$ cat src/rtl/mcu0_intc_pkg.sv
`default_nettype none
// ============================================================================
// Module   : mcu0_intc_pkg
// Purpose  : Shared constants for the mcu0 priority interrupt controller.
// Revision : 1.0 - initial release
// ============================================================================
package mcu0_intc_pkg;

    localparam logic [0:0] ST_IDLE   = 1'b0;
    localparam logic [0:0] ST_ASSERT = 1'b1;

    localparam logic [1:0] ADDR_MASK      = 2'd0;
    localparam logic [1:0] ADDR_PENDING   = 2'd1;
    localparam logic [1:0] ADDR_INSERVICE = 2'd2;
    localparam logic [1:0] ADDR_TRIG      = 2'd3;

    // Wide enough for any legal NSRC; the top slices to NSRC bits.
    localparam int                 MAX_SRC  = 32;
    localparam logic [MAX_SRC-1:0] MASK_RST = '1;
    localparam logic [MAX_SRC-1:0] TRIG_RST = '1;

endpackage
`default_nettype wire

$ cat src/rtl/mcu0_intc_prienc.sv
`default_nettype none
// ============================================================================
// Module   : mcu0_intc_prienc
// Purpose  : Lowest-set-index priority encoder with a valid flag.
// Revision : 1.0 - initial release
// ============================================================================
module mcu0_intc_prienc #(
    parameter int N = 8,
    parameter int W = 3
) (
    input  logic [N-1:0] i_req,
    output logic         o_valid,
    output logic [W-1:0] o_idx
);

    always_comb begin
        o_valid = |i_req;
        o_idx   = '0;
        for (int i = N - 1; i >= 0; i--) begin
            if (i_req[i]) begin
                o_idx = W'(i);
            end
        end
    end

endmodule
`default_nettype wire

$ cat src/rtl/mcu0_intc.sv
`default_nettype none
// ============================================================================
// Module   : mcu0_intc
// Purpose  : 8-line fixed-priority interrupt controller for the mcu0 core.
//            Define NESTING_EN to allow higher-priority preemption of a
//            source that is in service.
// Revision : 1.0 - initial release
// ============================================================================
module mcu0_intc
    import mcu0_intc_pkg::*;
#(
    parameter int NSRC = 8,
    parameter int VW   = 3
) (
    input  logic            clock,
    input  logic            reset,
    input  logic [NSRC-1:0] src,
    input  logic            iack,
    input  logic            eoi,
    output logic            interrupt,
    output logic [VW-1:0]   irq,
    input  logic            cfg_we,
    input  logic [1:0]      cfg_addr,
    input  logic [NSRC-1:0] cfg_wdata,
    output logic [NSRC-1:0] cfg_rdata
);

    logic [NSRC-1:0] r_src_q, r_mask_q, r_pend_q, r_isr_q, r_trig_q;
    logic [NSRC-1:0] w_mask_d, w_pend_d, w_isr_d, w_trig_d;
    logic [0:0]      r_state_q, w_state_d;
    logic [VW-1:0]   r_vec_q, w_vec_d;
    logic            r_int_q;

    logic [NSRC-1:0] w_edge, w_vec_oh, w_ack_clr, w_w1c, w_above, w_elig, w_eoi_clr;
    logic            w_ack, w_elig_valid, w_isr_valid;
    logic [VW-1:0]   w_elig_idx, w_isr_idx;

    mcu0_intc_prienc #(.N(NSRC), .W(VW)) u_enc_elig (
        .i_req   (w_elig),
        .o_valid (w_elig_valid),
        .o_idx   (w_elig_idx)
    );

    mcu0_intc_prienc #(.N(NSRC), .W(VW)) u_enc_isr (
        .i_req   (r_isr_q),
        .o_valid (w_isr_valid),
        .o_idx   (w_isr_idx)
    );

`ifdef NESTING_EN
    // Only sources strictly above the highest-priority in-service one may fire.
    assign w_above   = w_isr_valid ? ((NSRC'(1) << w_isr_idx) - NSRC'(1)) : '1;
    assign w_eoi_clr = w_isr_valid ? (NSRC'(1) << w_isr_idx) : '0;
`else
    logic w_unused_isr_idx;
    assign w_unused_isr_idx = ^w_isr_idx;
    assign w_above   = w_isr_valid ? '0 : '1;
    assign w_eoi_clr = '1;
`endif

    assign w_elig = r_pend_q & ~r_mask_q & w_above;

    always_comb begin
        w_edge    = src & ~r_src_q;
        w_ack     = (r_state_q == ST_ASSERT) && iack;
        w_vec_oh  = NSRC'(1) << r_vec_q;
        w_ack_clr = w_ack ? w_vec_oh : '0;
        w_w1c     = (cfg_we && cfg_addr == ADDR_PENDING) ? cfg_wdata : '0;

        w_mask_d = (cfg_we && cfg_addr == ADDR_MASK) ? cfg_wdata : r_mask_q;
        w_trig_d = (cfg_we && cfg_addr == ADDR_TRIG) ? cfg_wdata : r_trig_q;

        // Edge bits: a new edge beats any clear; level bits follow src directly.
        w_pend_d = (r_trig_q & (w_edge | (r_pend_q & ~(w_ack_clr | w_w1c))))
                 | (~r_trig_q & src);

        // EOI acts on the pre-update isr, then the acknowledged vector is set.
        w_isr_d = (r_isr_q & ~(eoi ? w_eoi_clr : '0)) | w_ack_clr;

        w_state_d = r_state_q;
        w_vec_d   = r_vec_q;
        case (r_state_q)
            ST_IDLE: begin
                if (w_elig_valid) begin
                    w_vec_d   = w_elig_idx;
                    w_state_d = ST_ASSERT;
                end
            end
            ST_ASSERT: begin
                if (iack || !(|(w_elig & w_vec_oh))) begin
                    w_state_d = ST_IDLE;
                end
            end
            default: w_state_d = ST_IDLE;
        endcase
    end

    always_ff @(posedge clock) begin
        if (reset) begin
            r_src_q   <= '0;
            r_mask_q  <= MASK_RST[NSRC-1:0];
            r_pend_q  <= '0;
            r_isr_q   <= '0;
            r_trig_q  <= TRIG_RST[NSRC-1:0];
            r_state_q <= ST_IDLE;
            r_vec_q   <= '0;
            r_int_q   <= 1'b0;
        end else begin
            r_src_q   <= src;
            r_mask_q  <= w_mask_d;
            r_pend_q  <= w_pend_d;
            r_isr_q   <= w_isr_d;
            r_trig_q  <= w_trig_d;
            r_state_q <= w_state_d;
            r_vec_q   <= w_vec_d;
            r_int_q   <= (w_state_d == ST_ASSERT);
        end
    end

    assign interrupt = r_int_q;
    assign irq       = r_vec_q;

    always_comb begin
        case (cfg_addr)
            ADDR_MASK:      cfg_rdata = r_mask_q;
            ADDR_PENDING:   cfg_rdata = r_pend_q;
            ADDR_INSERVICE: cfg_rdata = r_isr_q;
            default:        cfg_rdata = r_trig_q;
        endcase
    end

endmodule
`default_nettype wire
$ cat config.mk
export PLATFORM = sky130hd
export DESIGN_NAME = mcu0_intc
export DESIGN_NICKNAME = d
export VERILOG_FILES = /design/src/rtl/mcu0_intc_pkg.sv /design/src/rtl/mcu0_intc_prienc.sv /design/src/rtl/mcu0_intc.sv
export SDC_FILE = /design/constraint.sdc
export NUM_CORES = 1
export LEC_CHECK = 0
export ABC_AREA = 0
export CAP_MARGIN = 10
export CORE_ASPECT_RATIO = 0.8
export CORE_UTILIZATION = 49
export DETAILED_ROUTE_END_ITERATION = 6
export PLACE_DENSITY = 0.86
export SLEW_MARGIN = 20
export SYNTH_ARGS = -nofsm -noshare
export SYNTH_HDL_FRONTEND = slang
export SYNTH_SLANG_ARGS = --single-unit
$ cat constraint.sdc
create_clock -name clock -period 3.9 [get_ports clock]
set_input_delay 0.39 -clock clock [delete_from_list [all_inputs] [get_ports clock]]
set_output_delay 0.39 -clock clock [all_outputs]
set_load 0.05 [all_outputs]
==> out/results.tsv, run 1 <==
metric	value	unit
Hold Crit Depth	2	
met2 wire len	2280	µm
Total Routed Length	5080	µm
Final setup viols	0	
Post-Layout Inst Area	2580	µm²
Initial Utilization	0.528	
flop-to-flop setup slack	1.96	ns
postcts setup bufs	0	
WHS Endpoint	r_isr_q[3]	
Cell Area, Synth	2080	µm²
Post-DRT Antenna Nets	0	
status	finished clean	
met1 wire length	2400	µm
Global Route Usage Sum	0.257	
mux contribution to synthesized area	0.0983	
Sink Count	44	
Reg clk slew, reported paths	0.08	ns
Final #Nets	287	
R2R depth	5	
CP startpoint kind	input pin	
die width	74.8	µm
syn_area_per_cell	8.99	µm²
Inserted Diodes	0	
DP Wirelength	3620	µm
Core Util, Final	0.658	
CORE AREA	3930	µm²
commonest non-fill, non-tap cell in the layout	nand2_1	
number of remaining DRC errors	0	
met3 wire len	331	µm
Slew headroom	0.509	
first-pass GRT wire length	8310	µm
# resized after CTS	0	
Final Cycle Share	0.787	
P_leak	0.955	nW
Power, Total	1.06	mW
synth warn	0	
via density per instance	5.77	
Pre-antenna DRT Iters	5	
share of layout cells above drive strength 1	0.0755	
CTS buffer count	5	
Mapped Cells	231	
Hold Path Class	register to register	
Worst EP arrival	2.68	ns
Initial DRC Count	171	
final hold vios	0	
Skew-Pair Late Insertion Delay	0.30	ns
crit end category	primary output	
Cell Rows	20	
Setup CP Type	input pin to primary output	
# IOs	35	
PnR worst setup slack	0.831	ns
most frequent cells in the layout	49 x nand2_1, 44 x dfxtp_1, 34 x clkdlybuf4s50_1	
gr ovfl total	0	
count of cell types in the netlist	35	
routability cong.	0.940	
CTS tree	done	
hold_sp	r_isr_q[3]	
Compound-Gate Fraction of Synth Area	0.144	
pre-CTS setup slack	0.828	ns
WP data required	3.51	ns
reg2reg start	r_isr_q[2]	
Net Count, Synth	254	
Crit Reg-Reg Endpoint	irq[1]	
Area growth syn-to-layout	24.5	%
main combinational cell family by area after synthesis	simple AND/OR/NAND/NOR gates	
RSZ-0062 raised after global routing	no	
CTS root buf	clkbuf_8	
Seq cells post-synth	44	
Synth Area in Adders	0	
largest net degree at the start of global routing	19	
fin crit period	3.07	ns
Cell Pwr Density	408	nW/µm²
I/O Buffers	34	
XOR/XNOR Fraction of Synth Area	0	
fmax	0.326	GHz
CTS Buffer Depth	2	
die area	4500	µm²
die height	60.2	µm
crit-path max FO	12	
CTS Hold Bufs	0	
max-slew violation count	0	
register area share after synthesis	0.424	
DP Area	2470	µm²
Worst Clk Skew	0.00755	ns
peak supply drop	0.268	mV
vias in the first global route	1681	
Slew @ Worst Pin	0.734	ns
htree depth	2	
DP Cell Count	312	
Non-Filler Instances	320	
initial antenna violation count	0	
final hold slack	0.489	ns
setup TNS	0	ns
maxcap violations	0	
top routing layer in use	met4	
simple-gate share of the synthesized area	0.309	
vias	1846	
WL/cell	15.9	µm
==> layout make-up <==
cell class                 count  area (µm²)
fill                         327        1340
multi-input combinational    174        1150
timing repair buffer          38         370
tap                           55        68.8
inverter                       1        3.75
sequential                    44         881
clock inverter                 3        42.5
clock buffer                   5        68.8
==> critical path, cell delays in order <==
cell and delay (ns):
clkdlybuf4s50_1 0.94, mux4_1 0.63, clkdlybuf4s50_1 0.71
==> worst max path at each step <==
stage                start      endpoint  slack [ns]  cells past startpoint
2_1_floorplan  cfg_addr[1]  cfg_rdata[4]        1.83                      2
3_3_place_gp   cfg_addr[1]  cfg_rdata[4]        0.83                      3
3_5_place_dp   cfg_addr[1]  cfg_rdata[4]        0.83                      3
4_1_cts        cfg_addr[1]  cfg_rdata[4]        0.82                      3
5_1_grt        cfg_addr[1]  cfg_rdata[4]        0.75                      3
6_report       cfg_addr[1]  cfg_rdata[4]        0.83                      3
==> cells in the mapped netlist, drive strengths merged <==
cell type	count	area [µm²]
nand2	49	184
dfxtp	44	881
nor2b	25	156
nor2	14	52.6
a21oi	11	55.1
nand2b	11	68.8
nand3b	9	67.6
a211o	8	70.1
a32o	8	80.1
mux4	8	184
buf	6	23.8
clkbuf	6	22.5
o21ai	4	20.0
or4	4	30.0
nand3	3	15.0
and3	2	12.5
mux2i	2	20.0
nor4bb	2	20.0
o211ai	2	15.0
a2111oi	1	8.76
a211oi	1	7.51
a22oi	1	7.51
a311o	1	10.0
inv	1	3.75
nor3	1	5.00
nor3b	1	7.51
nor4b	1	8.76
o2111ai	1	8.76
o2bb2ai	1	8.76
o31ai	1	7.51
or2	1	6.26
or2b	1	7.51
==> power by group <==
group / leakage [nW] / total, mW / internal (mW) / switching [mW]
logic: 0.539 / 0.211 / 0.0972 / 0.114
clock network: 0.0541 / 0.347 / 0.189 / 0.157
registers: 0.362 / 0.498 / 0.474 / 0.0239
total: 0.955 / 1.06 / 0.761 / 0.295
==> registers in the layout (all words and copies together), names as in the netlist <==
| signal | flops |
|---|---|
| irq | 3 |
| interrupt | 1 |
| r_src_q | 8 |
| r_pend_q | 8 |
| r_isr_q | 8 |
| r_trig_q | 8 |
| r_mask_q | 8 |
==> metal layers <==
metal  GRT usage  vias up
met5           0        -
met4      0.0755        0
met3      0.0776        9
met2       0.382       85
met1       0.359      872
li1            -      880
==> kinds of logic after synthesis <==
group | count (synthesis)
mux | 10
flops | 44
buf+inv | 13
compound gates | 40
simple gates | 124
Power figures use the tool's default switching activity.
==> run 2, diff against run 1 <==
--- a/config.mk
+++ b/config.mk
@@ -8,7 +8,7 @@
 export ABC_AREA = 0
 export CAP_MARGIN = 10
 export CORE_ASPECT_RATIO = 0.8
-export CORE_UTILIZATION = 49
+export CORE_UTILIZATION = 47
 export DETAILED_ROUTE_END_ITERATION = 6
 export PLACE_DENSITY = 0.86
 export SLEW_MARGIN = 20
==> constraint.sdc (replaced) <==
create_clock -name clock -period 2.55 [get_ports clock]
set_input_delay 0.255 -clock clock [delete_from_list [all_inputs] [get_ports clock]]
set_output_delay 0.255 -clock clock [all_outputs]
set_load 0.05 [all_outputs]
==> out/results.tsv, run 2 (synthesized netlist as in run 1, its figures left out) <==
metric	value	unit	change
status	finished clean		unchanged
CORE AREA	4200	µm²	was 3930 µm²
WL/cell	15.4	µm	was 15.9 µm
reg2reg start	r_isr_q[2]		unchanged
Sink Count	44		unchanged
crit end category	primary output		unchanged
# IOs	35		unchanged
Inserted Diodes	0		unchanged
DP Wirelength	3710	µm	was 3620 µm
I/O Buffers	34		unchanged
vias	1842		was 1846
Total Routed Length	5030	µm	was 5080 µm
via density per instance	5.65		was 5.77
Initial Utilization	0.494		was 0.528
Post-DRT Antenna Nets	0		unchanged
hold_sp	r_src_q[2]		was r_isr_q[3]
die area	4690	µm²	was 4500 µm²
fmax	0.459	GHz	
CTS buffer count	5		unchanged
Slew @ Worst Pin	0.573	ns	was 0.734 ns
Initial DRC Count	134		was 171
routability cong.	0.967		was 0.940
Final #Nets	291		was 287
Hold Path Class	register to register		unchanged
Skew-Pair Late Insertion Delay	0.30	ns	about the same
final hold vios	0		unchanged
P_leak	0.983	nW	was 0.955 nW
share of layout cells above drive strength 1	0.119		was 0.0755
CP startpoint kind	input pin		unchanged
Global Route Usage Sum	0.226		was 0.257
vias in the first global route	1611		was 1681
Setup crit start	cfg_addr[1]		unchanged
Worst Clk Skew	0.00654	ns	was 0.00755 ns
Area growth syn-to-layout	25.3	%	was 24.5%
RSZ-0062 raised after global routing	no		unchanged
CTS Hold Bufs	0		unchanged
gr ovfl total	0		unchanged
peak supply drop	0.412	mV	was 0.268 mV
Final setup viols	0		unchanged
maxcap violations	0		unchanged
die width	76.3	µm	was 74.8 µm
Cell Rows	21		was 20
Final Cycle Share	0.854		
first-pass GRT wire length	7980	µm	was 8310 µm
Setup CP Type	input pin to primary output		unchanged
Slew headroom	0.608		was 0.509
commonest non-fill, non-tap cell in the layout	nand2_1		unchanged
most frequent cells in the layout	49 x nand2_1, 44 x dfxtp_1, 26 x clkdlybuf4s50_1		was 49 x nand2_1, 44 x dfxtp_1, 34 x clkdlybuf4s50_1
initial antenna violation count	0		unchanged
Core Util, Final	0.619		was 0.658
htree depth	2		unchanged
CTS root buf	clkbuf_8		unchanged
Cell Pwr Density	625	nW/µm²	was 408 nW/µm²
Reg clk slew, reported paths	0.09	ns	was 0.08 ns
number of remaining DRC errors	0		unchanged
die height	61.4	µm	was 60.2 µm
postcts setup bufs	0		unchanged
fin crit period	2.18	ns	
Pre-antenna DRT Iters	4		was 5
WP data required	2.30	ns	was 3.51 ns
setup TNS	0	ns	unchanged
max-slew violation count	0		unchanged
crit-path max FO	7		was 12
CTS Buffer Depth	2		unchanged
CTS tree	done		unchanged
Worst EP arrival	1.92	ns	was 2.68 ns
# resized after CTS	0		unchanged
largest net degree at the start of global routing	22		was 19
run 2: cell types whose count changed in the layout (fill, tap and decap cells not counted):
cell / previous run / this run
buf_4: 4 / 16
clkdlybuf4s50_1: 34 / 26
clkinv_2: 1 / 0
inv_6: 0 / 1
run 2: area by class of cell:
cell class,instances,area [µm²]
Timing Repair Buffer,42,380
Multi-Input combinational cell,174,1150
Clock buffer,5,68.8
Sequential cell,44,881
Inverter,1,3.75
Fill cell,378,1600
Clock inverter,3,46.3
Tap cell,57,71.3
run 2: layer usage:
metal  wire [µm]  global-route usage
met1        2310               0.307
met2        2270               0.369
met5           0                   0
met3         427              0.0533
met4          31              0.0577
run 2: metrics by stage:
stage          worst slack (ns)  cells  hold slack, ns  total power [mW]  area [µm²]
3_5_place_dp              0.380    318           0.473              1.10        2490
6_report                  0.373    326           0.494              1.62        2600
5_1_grt                   0.313    326           0.513              1.69        2600
3_3_place_gp              0.398    318           0.463              1.09        2490
4_1_cts                   0.374    326           0.497              1.63        2600
2_1_floorplan             0.746    231           0.373             0.980        2080
run 2: final timing paths:
check | end | slack [ns] | cells past startpoint
max | cfg_rdata[2] | 0.37 | 4
min | r_pend_q[2] | 0.49 | 2
max reg2reg | irq[1] | 0.49 | 5
min reg2reg | r_pend_q[2] | 0.49 | 2
run 2: worst max-delay path: stages:
cell             delay [ns]
clkdlybuf4s50_1        0.68
buf_4                  0.25
mux4_2                 0.53
buf_4                  0.21
run 2: power breakdown:
part	internal, mW	switching (mW)
clock network	0.295	0.247
registers	0.725	0.0358
logic	0.146	0.175
==> run 3, diff against run 2 <==
--- a/config.mk
+++ b/config.mk
@@ -8,6 +8,7 @@
 export ABC_AREA = 0
 export CAP_MARGIN = 10
 export CORE_ASPECT_RATIO = 0.8
+export CORE_MARGIN = 8
 export CORE_UTILIZATION = 47
 export DETAILED_ROUTE_END_ITERATION = 6
 export PLACE_DENSITY = 0.86
==> out/results.tsv, run 3 (synthesized netlist as in run 1, its figures left out) <==
metric	value	unit	change
status	finished clean		unchanged
Setup CP Type	register to primary output		was input pin to primary output
Post-DRT Antenna Nets	0		unchanged
Worst path depth	1		was 4
CTS tree	done		unchanged
crit end category	primary output		unchanged
number of remaining DRC errors	0		unchanged
flop-to-flop setup slack	0.58	ns	was 0.49 ns
Worst EP arrival	1.73	ns	was 1.92 ns
P_leak	0.973	nW	was 0.983 nW
share of layout cells above drive strength 1	0.109		was 0.119
CTS buffer count	5		unchanged
Slew headroom	0.649		was 0.608
WP data required	2.30	ns	about the same
final hold vios	0		unchanged
CP delay by family, top	buffers and inverters		unchanged
Global Route Usage Sum	0.166		was 0.226
commonest non-fill, non-tap cell in the layout	nand2_1		unchanged
htree depth	2		unchanged
Slew @ Worst Pin	0.513	ns	was 0.573 ns
fin crit period	1.98	ns	was 2.18 ns
vias in the first global route	1866		was 1611
first-pass GRT wire length	9080	µm	was 7980 µm
routability cong.	0.957		was 0.967
Core Util, Final	0.613		was 0.619
R2R depth	5		unchanged
vias	1822		was 1842
Critical Path, Cell by Cell	clkdlybuf4s50_1		was clkdlybuf4s50_1, buf_4, mux4_2, buf_4
Area growth syn-to-layout	24.2	%	was 25.3%
max-slew violation count	0		unchanged
setup TNS	0	ns	unchanged
Total Routed Length	5260	µm	was 5030 µm
reg2reg start	r_isr_q[2]		unchanged
max incr delay on CP	0.88	ns	was 0.68 ns
crit-path max FO	11		was 7
RSZ-0062 raised after global routing	no		unchanged
CTS root buf	clkbuf_8		unchanged
Reg clk slew, reported paths	0.08	ns	was 0.09 ns
Crit Reg-Reg Endpoint	irq[1]		unchanged
Cell Rows	21		unchanged
CP startpoint kind	register		was input pin
Final Cycle Share	0.777		was 0.854
Cell Pwr Density	622	nW/µm²	was 625 nW/µm²
DP Wirelength	3860	µm	was 3710 µm
fmax	0.504	GHz	was 0.459 GHz
die width	90.3	µm	was 76.3 µm
# IOs	35		unchanged
Skew-Pair Late Insertion Delay	0.29	ns	was 0.30 ns
most frequent cells in the layout	49 x nand2_1, 44 x dfxtp_1, 26 x clkdlybuf4s50_1		unchanged
Final #Nets	289		was 291
Setup crit start	irq[2]		was cfg_addr[1]
Crit-path slowest cell	clkdlybuf4s50_1		unchanged
postcts setup bufs	0		unchanged
Hold Path Class	register to register		unchanged
Worst Clk Skew	0.00388	ns	was 0.00654 ns
gr ovfl total	0		unchanged
WL/cell	16.2	µm	was 15.4 µm
CTS Hold Bufs	0		unchanged
Initial Utilization	0.494		unchanged
# resized after CTS	0		unchanged
Power, Total	1.60	mW	was 1.62 mW
crit path capture	irq[2]		was cfg_rdata[2]
initial antenna violation count	0		unchanged
CTS Buffer Depth	2		unchanged
Final setup viols	0		unchanged
Initial DRC Count	133		was 134
I/O Buffers	34		unchanged
via density per instance	5.62		was 5.65
Crit path buffers/inverters	1		was 3
maxcap violations	0		unchanged
CORE AREA	4200	µm²	unchanged
die height	75.4	µm	was 61.4 µm
largest net degree at the start of global routing	36		was 22
Pre-antenna DRT Iters	4		unchanged
Sink Count	44		unchanged
die area	6810	µm²	was 4690 µm²
Inserted Diodes	0		unchanged
peak supply drop	0.327	mV	was 0.412 mV
[run 3: cell type report]
class	count	area [µm²]
Clock inverter	2	35.0
Tap cell	57	71.3
Clock buffer	6	72.6
Inverter	1	3.75
Fill cell	380	1630
Sequential cell	44	881
Timing Repair Buffer	40	365
Multi-Input combinational cell	174	1150
[run 3: power by group]
part | switching, mW | internal, mW
sequential | 0.0364 | 0.725
combinational | 0.174 | 0.144
clock | 0.232 | 0.291
total | 0.443 | 1.16
[run 3: layer usage]
layer / up-vias / GRT usage / routed length (µm)
met5: - / 0 / 0
met4: 0 / 0.0625 / 61
met3: 7 / 0.0433 / 392
met2: 55 / 0.268 / 2320
met1: 869 / 0.213 / 2480
li1: 891 / - / -
[run 3: worst min-delay path by stage]
stage / start / end / cells past startpoint
after floorplan: cfg_wdata[0] / r_mask_q[0] / 1
after global placement: r_src_q[0] / r_pend_q[0] / 2
after detailed placement: r_isr_q[0] / r_isr_q[0] / 2
after CTS: r_isr_q[0] / r_isr_q[0] / 2
after global routing: r_src_q[3] / r_pend_q[3] / 2
final: r_isr_q[0] / r_isr_q[0] / 2
[run 3: per-stage QoR]
step / setup slack, ns / instance area, µm² / instances / hold WS [ns]
2_1_floorplan: 0.746 / 2080 / 231 / 0.373
3_5_place_dp: 0.576 / 2470 / 316 / 0.477
3_3_place_gp: 0.554 / 2470 / 316 / 0.468
6_report: 0.568 / 2580 / 324 / 0.491
4_1_cts: 0.573 / 2580 / 324 / 0.491
5_1_grt: 0.488 / 2580 / 324 / 0.510
